**config.mk**
```make
export PLATFORM = sky130hd
export DESIGN_NAME = defog_recover
export DESIGN_NICKNAME = d
export VERILOG_FILES = /design/src/rtl/defog_pkg.sv /design/src/rtl/defog_sync_delay.sv /design/src/rtl/defog_recover.sv
export SDC_FILE = /design/constraint.sdc
export NUM_CORES = 1
export LEC_CHECK = 0
export CAP_MARGIN = 10
export CELL_PAD_IN_SITES_DETAIL_PLACEMENT = 1
export CELL_PAD_IN_SITES_GLOBAL_PLACEMENT = 1
export CORE_AREA = 2 2 118 120
export DETAILED_ROUTE_END_ITERATION = 8
export DIE_AREA = 0 0 120 122
export GPL_ROUTABILITY_DRIVEN = 0
export HOLD_SLACK_MARGIN = 0.12
export PLACE_DENSITY = 0.66
export SYNTH_ARGS = -nofsm -noshare
export SYNTH_HDL_FRONTEND = slang
export SYNTH_HIERARCHICAL = 1
export SYNTH_SLANG_ARGS = --single-unit
```
**constraint.sdc**
```tcl
create_clock -name clk -period 6.42 [get_ports clk]
set_clock_uncertainty 0.1 [all_clocks]
set_input_delay 0.963 -clock clk [delete_from_list [all_inputs] [get_ports clk]]
set_output_delay 0.963 -clock clk [all_outputs]
set_load 0.05 [all_outputs]
```
**src/rtl/defog_pkg.sv**
```systemverilog
// Shared types and widths for the defog datapath stages.
// The sync bundle travels alongside pixel data wherever stages need realignment.
package defog_pkg;
  localparam int PIX_W       = 8;
  localparam int DIV_LAT_DEF = 8;
  localparam int MAG_W       = 12;
  localparam int CLIP_CNT_W  = 16;

  typedef struct packed {
    logic de;
    logic hs;
    logic vs;
    logic sign;
  } sync_t;
endpackage

```
**src/rtl/defog_sync_delay.sv**
```systemverilog
// Fixed-depth shift register for the sync bundle, DEPTH cycles of latency.
// Free-running with no stall; cleared asynchronously by nrst.
module defog_sync_delay
  import defog_pkg::*;
#(
  parameter int DEPTH = DIV_LAT_DEF
) (
  input  logic  clk,
  input  logic  nrst,
  input  sync_t sync_i,
  output sync_t sync_o
);

  sync_t stage_q [DEPTH];

  always_ff @(posedge clk or negedge nrst) begin
    if (!nrst) begin
      for (int i = 0; i < DEPTH; i++) stage_q[i] <= '0;
    end else begin
      stage_q[0] <= sync_i;
      for (int i = 1; i < DEPTH; i++) stage_q[i] <= stage_q[i-1];
    end
  end

  assign sync_o = stage_q[DEPTH-1];

endmodule

```
**src/rtl/defog_recover.sv**
```systemverilog
// Scene-radiance recovery: A +/- rescaled divider quotient, clamped to 8 bits; DIV_LAT+2 cycles, no backpressure.
// DEFOG_RECOVER_STAT_EN adds a per-frame clipped-pixel counter on clip_frame/clip_vld.
module defog_recover
  import defog_pkg::*;
#(
  parameter int DIV_LAT = DIV_LAT_DEF,
  parameter int QMUL    = 255,
  parameter int QSHIFT  = 4
) (
  input  logic                  clk,
  input  logic                  nrst,
  input  logic                  in_de,
  input  logic                  in_hsync,
  input  logic                  in_vsync,
  input  logic                  in_sign,
  input  logic [PIX_W-1:0]      atmo,
  input  logic [PIX_W-1:0]      quotient,
  output logic [PIX_W-1:0]      out_pix,
  output logic                  out_de,
  output logic                  out_hsync,
  output logic                  out_vsync,
  output logic [CLIP_CNT_W-1:0] clip_frame,
  output logic                  clip_vld
);

  sync_t in_sync;
  sync_t d_sync;

  assign in_sync = {in_de, in_hsync, in_vsync, in_sign};

  defog_sync_delay #(.DEPTH(DIV_LAT)) u_sync_delay (
    .clk    (clk),
    .nrst   (nrst),
    .sync_i (in_sync),
    .sync_o (d_sync)
  );

  logic             fe;
  logic             d_vs_prev_q;
  logic [PIX_W-1:0] atmo_q;
  logic             a_ok_q;
  logic [15:0]      prod;
  logic [15:0]      scaled;
  logic [MAG_W-1:0] mag_d;
  sync_t            s1_sync_q;
  logic [MAG_W-1:0] s1_mag_q;

  assign fe = d_sync.vs & ~d_vs_prev_q;

  always_comb begin
    prod   = 16'(quotient) * 16'(QMUL);
    scaled = prod >> QSHIFT;
    mag_d  = scaled[MAG_W-1:0];
    if (scaled[15:MAG_W] != '0) mag_d = '1;
  end

  // A is latched on the S1 edge so a pixel arriving with the frame edge already sees the new value in S2.
  always_ff @(posedge clk or negedge nrst) begin
    if (!nrst) begin
      d_vs_prev_q <= 1'b0;
      atmo_q      <= '0;
      a_ok_q      <= 1'b0;
      s1_sync_q   <= '0;
      s1_mag_q    <= '0;
    end else begin
      d_vs_prev_q <= d_sync.vs;
      if (fe) begin
        atmo_q <= atmo;
        a_ok_q <= 1'b1;
      end
      s1_sync_q <= d_sync;
      s1_mag_q  <= mag_d;
    end
  end

  logic signed [13:0] r;
  logic               clip_hi;
  logic               clip_lo;
  logic               pix_act;
  logic [PIX_W-1:0]   pix_d;

  always_comb begin
    if (s1_sync_q.sign) r = $signed({6'd0, atmo_q}) - $signed({2'd0, s1_mag_q});
    else                r = $signed({6'd0, atmo_q}) + $signed({2'd0, s1_mag_q});
    clip_hi = (r > 14'sd255);
    clip_lo = (r < 14'sd0);
    pix_act = s1_sync_q.de & a_ok_q;
    pix_d   = '0;
    if (pix_act) begin
      if (clip_hi)       pix_d = '1;
      else if (!clip_lo) pix_d = r[PIX_W-1:0];
    end
  end

  logic [PIX_W-1:0] out_pix_q;
  logic             out_de_q;
  logic             out_hs_q;
  logic             out_vs_q;

  always_ff @(posedge clk or negedge nrst) begin
    if (!nrst) begin
      out_pix_q <= '0;
      out_de_q  <= 1'b0;
      out_hs_q  <= 1'b0;
      out_vs_q  <= 1'b0;
    end else begin
      out_pix_q <= pix_d;
      out_de_q  <= s1_sync_q.de;
      out_hs_q  <= s1_sync_q.hs;
      out_vs_q  <= s1_sync_q.vs;
    end
  end

  assign out_pix   = out_pix_q;
  assign out_de    = out_de_q;
  assign out_hsync = out_hs_q;
  assign out_vsync = out_vs_q;

`ifdef DEFOG_RECOVER_STAT_EN
  logic                  s1_fe_q;
  logic                  clip_ev;
  logic [CLIP_CNT_W-1:0] clip_cnt_q;
  logic [CLIP_CNT_W-1:0] clip_cnt_d;
  logic [CLIP_CNT_W-1:0] clip_frame_q;
  logic                  clip_vld_q;

  // The frame-edge pixel's own clip opens the new frame's count.
  always_comb begin
    clip_ev    = pix_act & (clip_hi | clip_lo);
    clip_cnt_d = clip_cnt_q;
    if (s1_fe_q)                         clip_cnt_d = CLIP_CNT_W'(clip_ev);
    else if (clip_ev && clip_cnt_q != '1) clip_cnt_d = clip_cnt_q + CLIP_CNT_W'(1);
  end

  always_ff @(posedge clk or negedge nrst) begin
    if (!nrst) begin
      s1_fe_q      <= 1'b0;
      clip_cnt_q   <= '0;
      clip_frame_q <= '0;
      clip_vld_q   <= 1'b0;
    end else begin
      s1_fe_q    <= fe;
      clip_cnt_q <= clip_cnt_d;
      clip_vld_q <= s1_fe_q;
      if (s1_fe_q) clip_frame_q <= clip_cnt_q;
    end
  end

  assign clip_frame = clip_frame_q;
  assign clip_vld   = clip_vld_q;
`else
  assign clip_frame = '0;
  assign clip_vld   = 1'b0;
`endif

endmodule

```
== After elaboration in Yosys (flattened, before gate mapping) ==
Cells that the tools add are included.

* Register bits after elaboration: 68
* Latch bits: 0
* RAM bits: 0
* Memory bits (read-only): 0
* Input port bits: 22
* Output and inout port bits: 28
* Word-level logic and storage cells: 55
* Memories: 0

* Add/subtract/negate cells: 2
* Multiply operators: 1
* Divide/modulo/power cells: 0
* $lt $le $gt $ge: 2
* Eq/ne operators: 0
* Shift operators: 0
* Multiplexer cells: 4
* Bitwise operators: 3
* Reductions and logical operators: 0

{| class="wikitable"
|+ Operators with widths
! kind !! count
|-
| 2-to-1 mux 8 bit || 3
|-
| multiplier 8 x 8 -> 16 bit (second input constant) || 1
|-
| > comparator 14 x 9 -> 1 bit (second input constant) || 1
|-
| < comparator 14 x 1 -> 1 bit (second input constant) || 1
|-
| 2-to-1 mux 14 bit || 1
|-
| adder 8 x 12 -> 13 bit || 1
|-
| subtractor 8 x 12 -> 13 bit || 1
|-
| AND 1 bit || 2
|-
| inverter 1 bit || 1
|}

== Longest topological paths before layout ==
* Word-level depth: 6
* Depth in mapped cells: 16
* Gate-level depth less buffers: 16

== Cells and area by module ==
The synthesis kept the hierarchy.

{| class="wikitable"
|+ By module, submodules not included
! module !! instances !! cells an instance !! area each (µm²) !! sequential area each (µm²)
|-
| defog_recover || 1 || 383 || 3769.9 || 900.9
|-
| defog_sync_delay || 1 || 36 || 830.8 || 800.8
|}

== Worst setup path after synthesis ==
No wires, ideal clock.

* Path kind: input to register
* Start point: in quotient[1]
* End point: reg s1_mag_q[11]
* Library setup time: 123 ps
* Arrival: 4443 ps
* Data required time: 6197 ps
* Path slack: 1754 ps
* Cell stages on the path: 13
* Buffers on the path: 0
* Cells stage by stage: fa_1 -> fa_1 -> fa_1 -> inv_1 -> fa_1 -> inv_1 -> ha_1 -> o21a_1 -> o21a_1 -> nand3_1 -> o21ai_0 -> o41a_1 -> xnor2_1

* Cells in the longest elaborated chain, start to end: 1

{| class="wikitable"
|+ RTL lines
! element !! line !! source
|-
| start, declared || defog_recover.sv:17 || <nowiki>input logic [PIX_W-1:0] quotient,</nowiki>
|-
| multiplier 8 x 8 -> 16 bit || defog_recover.sv:51 || <nowiki>prod = 16'(quotient) * 16'(QMUL);</nowiki>
|-
| net prod[15] || defog_recover.sv:42 || <nowiki>logic [15:0] prod;</nowiki>
|-
| end signal, assigned || defog_recover.sv:72 || <nowiki>s1_mag_q <= mag_d;</nowiki>
|-
| end, declared || defog_recover.sv:46 || <nowiki>logic [MAG_W-1:0] s1_mag_q;</nowiki>
|}

The timed path passes the listed nets, and every way through them passes these cells.
A chain may end at the register's enable or synchronous reset.

== Worst setup path after layout ==
* Start point: in quotient[0]
* End point: reg s1_mag_q[11]

The elaborated chain is that of the path after synthesis.

==> results.txt <==
status: completed
TritonRoute pass-1 iters: 4
area leader, netlist: dfrtp_1
DRT iter0 DRCs: 88
Final Hold Violating Endpoints: 0
final instance count without filler cells: 638
vias per inst: 4.49
worst-path fanout max: 5
CTS buffer count: 9
r2r setup slk: 3.49 ns
complex-gate fraction of the synthesized area: 0.116
Gate Count Post-Synth: 419
dpl cells: 622
flop and latch count out of synthesis: 68
chip height: 122 um
Clock Tree Buf Depth: 2
Tcrit/Tclk final: 0.831
initial antenna violation count: 0
# hold bufs at CTS: 0
Area Overhead vs Synth: 16.1%
Power Density: 446 nW/um2
TritonCTS clock tree: built
XOR/XNOR Fraction of Synth Area: 0.0362
ys async rst share: 1.00
setup_tns: 0 ns
Adder-Cell Fraction of Synth Area: 0.276
Fmax: 0.187 GHz
post-route setup slack: 1.08 ns
Final min period: 5.34 ns
CP Capture Type: flop
top_reg_cell synth: dfrtp_1
CTS Root Buffer Type: clkbuf_16
Buffers on Ports: 32
grt ovf: 0
slew margin rel.: 0.336
Site Rows: 43
worst min path class: flop to flop
Worst EP arrival: 5.45 ns
WL final: 8730 um
Initial Util: 0.341
vias post-DR: 2866
I/O pin cnt: 50
register area share after synthesis: 0.370
DR DRC count: 0
layout cell share with drive strength beyond 1: 0.0742
Leak Pwr: 2.56 nW
first-pass GRT wire length: 15100 um
Place WS: 0.750 ns
die width: 120 um
maxcap violations: 0
max-slew violations: 0
Post-Synth Simple-Gate Area: 0.0723
most common cell after layout, fill and taps aside: inv_1
Yosys top cell area share: 0.370
VDD IR-drop max: 0.159 mV
post-synthesis mux area share: 0.0272
most frequent cells in the layout: inv_1, dfrtp_1, ha_1
largest family of logic cells by synthesized area: adder cells
largest net degree at the start of global routing: 69
ANT nets after route: 0
critical path launch point type: input port
fin nets: 558
CP required: 6.53 ns
synthesized area: 4600 um2
Placeable Area: 13500 um2
Diodes inserted: 0
Syn Area/Cell: 11.0 um2
EDFF count, synth: 0
HPWL after DPL: 7040 um
Setup Buffers After CTS: 0
yosys warns: 6
RSZ-0062 raised after global routing: false
vias in the first global route: 3183
Worst-path clk slew: 0.05 ns
Synth area leaders: dfrtp_1, ha_1, fa_1
Worst-Margin Slew: 0.994 ns
synth unique cells: 60
wire per inst: 13.7 um
CTS sink count: 68
Critical Setup Path Class: input port to flop
post-cts sizing count: 0
Die Area: 14600 um2
clock latency on the worst-skew pair: 0.33 ns
GR Util All Layers: 0.131
Setup violations, final: 0
H-Tree Depth: 3
## cells in the mapped netlist (2+ instances only)
library cell,count
inv_1,75
dfrtp_1,68
ha_1,52
fa_1,31
buf_4,21
nor2_1,18
o21ai_0,16
a21oi_1,14
xnor2_1,14
nand2_1,11
a31oi_1,9
mux2_2,8
nor2b_1,6
o21a_1,6
xor2_1,5
a21o_1,4
nand3_1,4
nor4_1,3
a211oi_1,2
a22oi_1,2
and2_1,2
and2b_1,2
and3_1,2
and4b_1,2
buf_2,2
clkbuf_1,2
mux2i_1,2
nand2b_1,2
nand3b_1,2
nor3_1,2
## critical path, stage by stage
cell             delay, ns
clkdlybuf4s50_1       0.54
fa_1                  0.70
xor2_1                0.21
ha_1                  0.28
fa_1                  0.54
inv_1                 0.05
fa_1                  0.53
inv_1                 0.04
ha_1                  0.33
a21boi_1              0.17
nor4_1                0.37
o21ai_0               0.22
o41a_1                0.36
xnor2_1               0.14
## cells by family (layout without fill, tap and decap cells)
family / after synthesis / count (layout)
buffers and inverters: 101 / 124
adders and majority gates: 83 / 83
AOI/OAI and AO/OA: 74 / 74
DFF: 68 / 68
and+or+nand+nor: 62 / 62
xor gates and xnor gates: 19 / 19
muxes: 11 / 11
other: 1 / 17
## routing by layer
| metal | GRT usage | up-vias | routed length [um] |
|---|---|---|---|
| met4 | 0.0588 | 0 | 188 |
| met2 | 0.226 | 37 | 4330 |
| met1 | 0.161 | 1409 | 4000 |
| met3 | 0.0248 | 14 | 209 |
| met5 | 0 | - | 0 |
| li1 | - | 1406 | - |
## through the flow
step / hold slack, ns / total power, W / area, um2 / utilization
global route: 0.253 / 0.00262 / 5340 / 0.396
floorplan: 0.231 / 0.00159 / 4660 / -
global placement: 0.233 / 0.00183 / 5020 / 0.372
CTS: 0.249 / 0.00242 / 5340 / 0.396
detailed placement: 0.236 / 0.00188 / 5020 / 0.372
finish: 0.246 / 0.00238 / 5340 / 0.396
## state kept, by name (all words and copies together) (netlist names)
signal	flops
u_sync_delay/stage_q	28
s1_mag_q	12
atmo_q	8
out_pix	8
s1_sync_q	4
u_sync_delay/sync_o	4
a_ok_q	1
out_de	1
out_hsync	1
out_vsync	1
## worst paths after layout
check / startpoint / end / cells past startpoint
max in group asynchronous: nrst / atmo_q[1] / 2
min reg2reg: u_sync_delay/stage_q[14] / u_sync_delay/stage_q[10] / 0
min in group asynchronous: nrst / out_hsync / 2
max reg2reg: atmo_q[0] / out_pix[4] / 10
max: quotient[0] / s1_mag_q[11] / 14
min: u_sync_delay/stage_q[14] / u_sync_delay/stage_q[10] / 0
## layout make-up
cell class,instances,area [um2]
multi-input combinational,266,2490
timing repair buffer,33,323
clock buffer,12,246
fill,1493,8160
clock inverter,4,72.6
sequential,68,1700
inverter,75,282
tap,180,225
## report_power, final
part,switching [W],total [W],internal [W],leakage (nW)
Clock,0.000168,0.000518,0.000350,0.153
Combinational,0.000743,0.00130,0.000556,1.60
Sequential,0.0000566,0.000565,0.000509,0.803
Total,0.000967,0.00238,0.00141,2.56
Note: power is estimated with default switching activity, not from simulation.
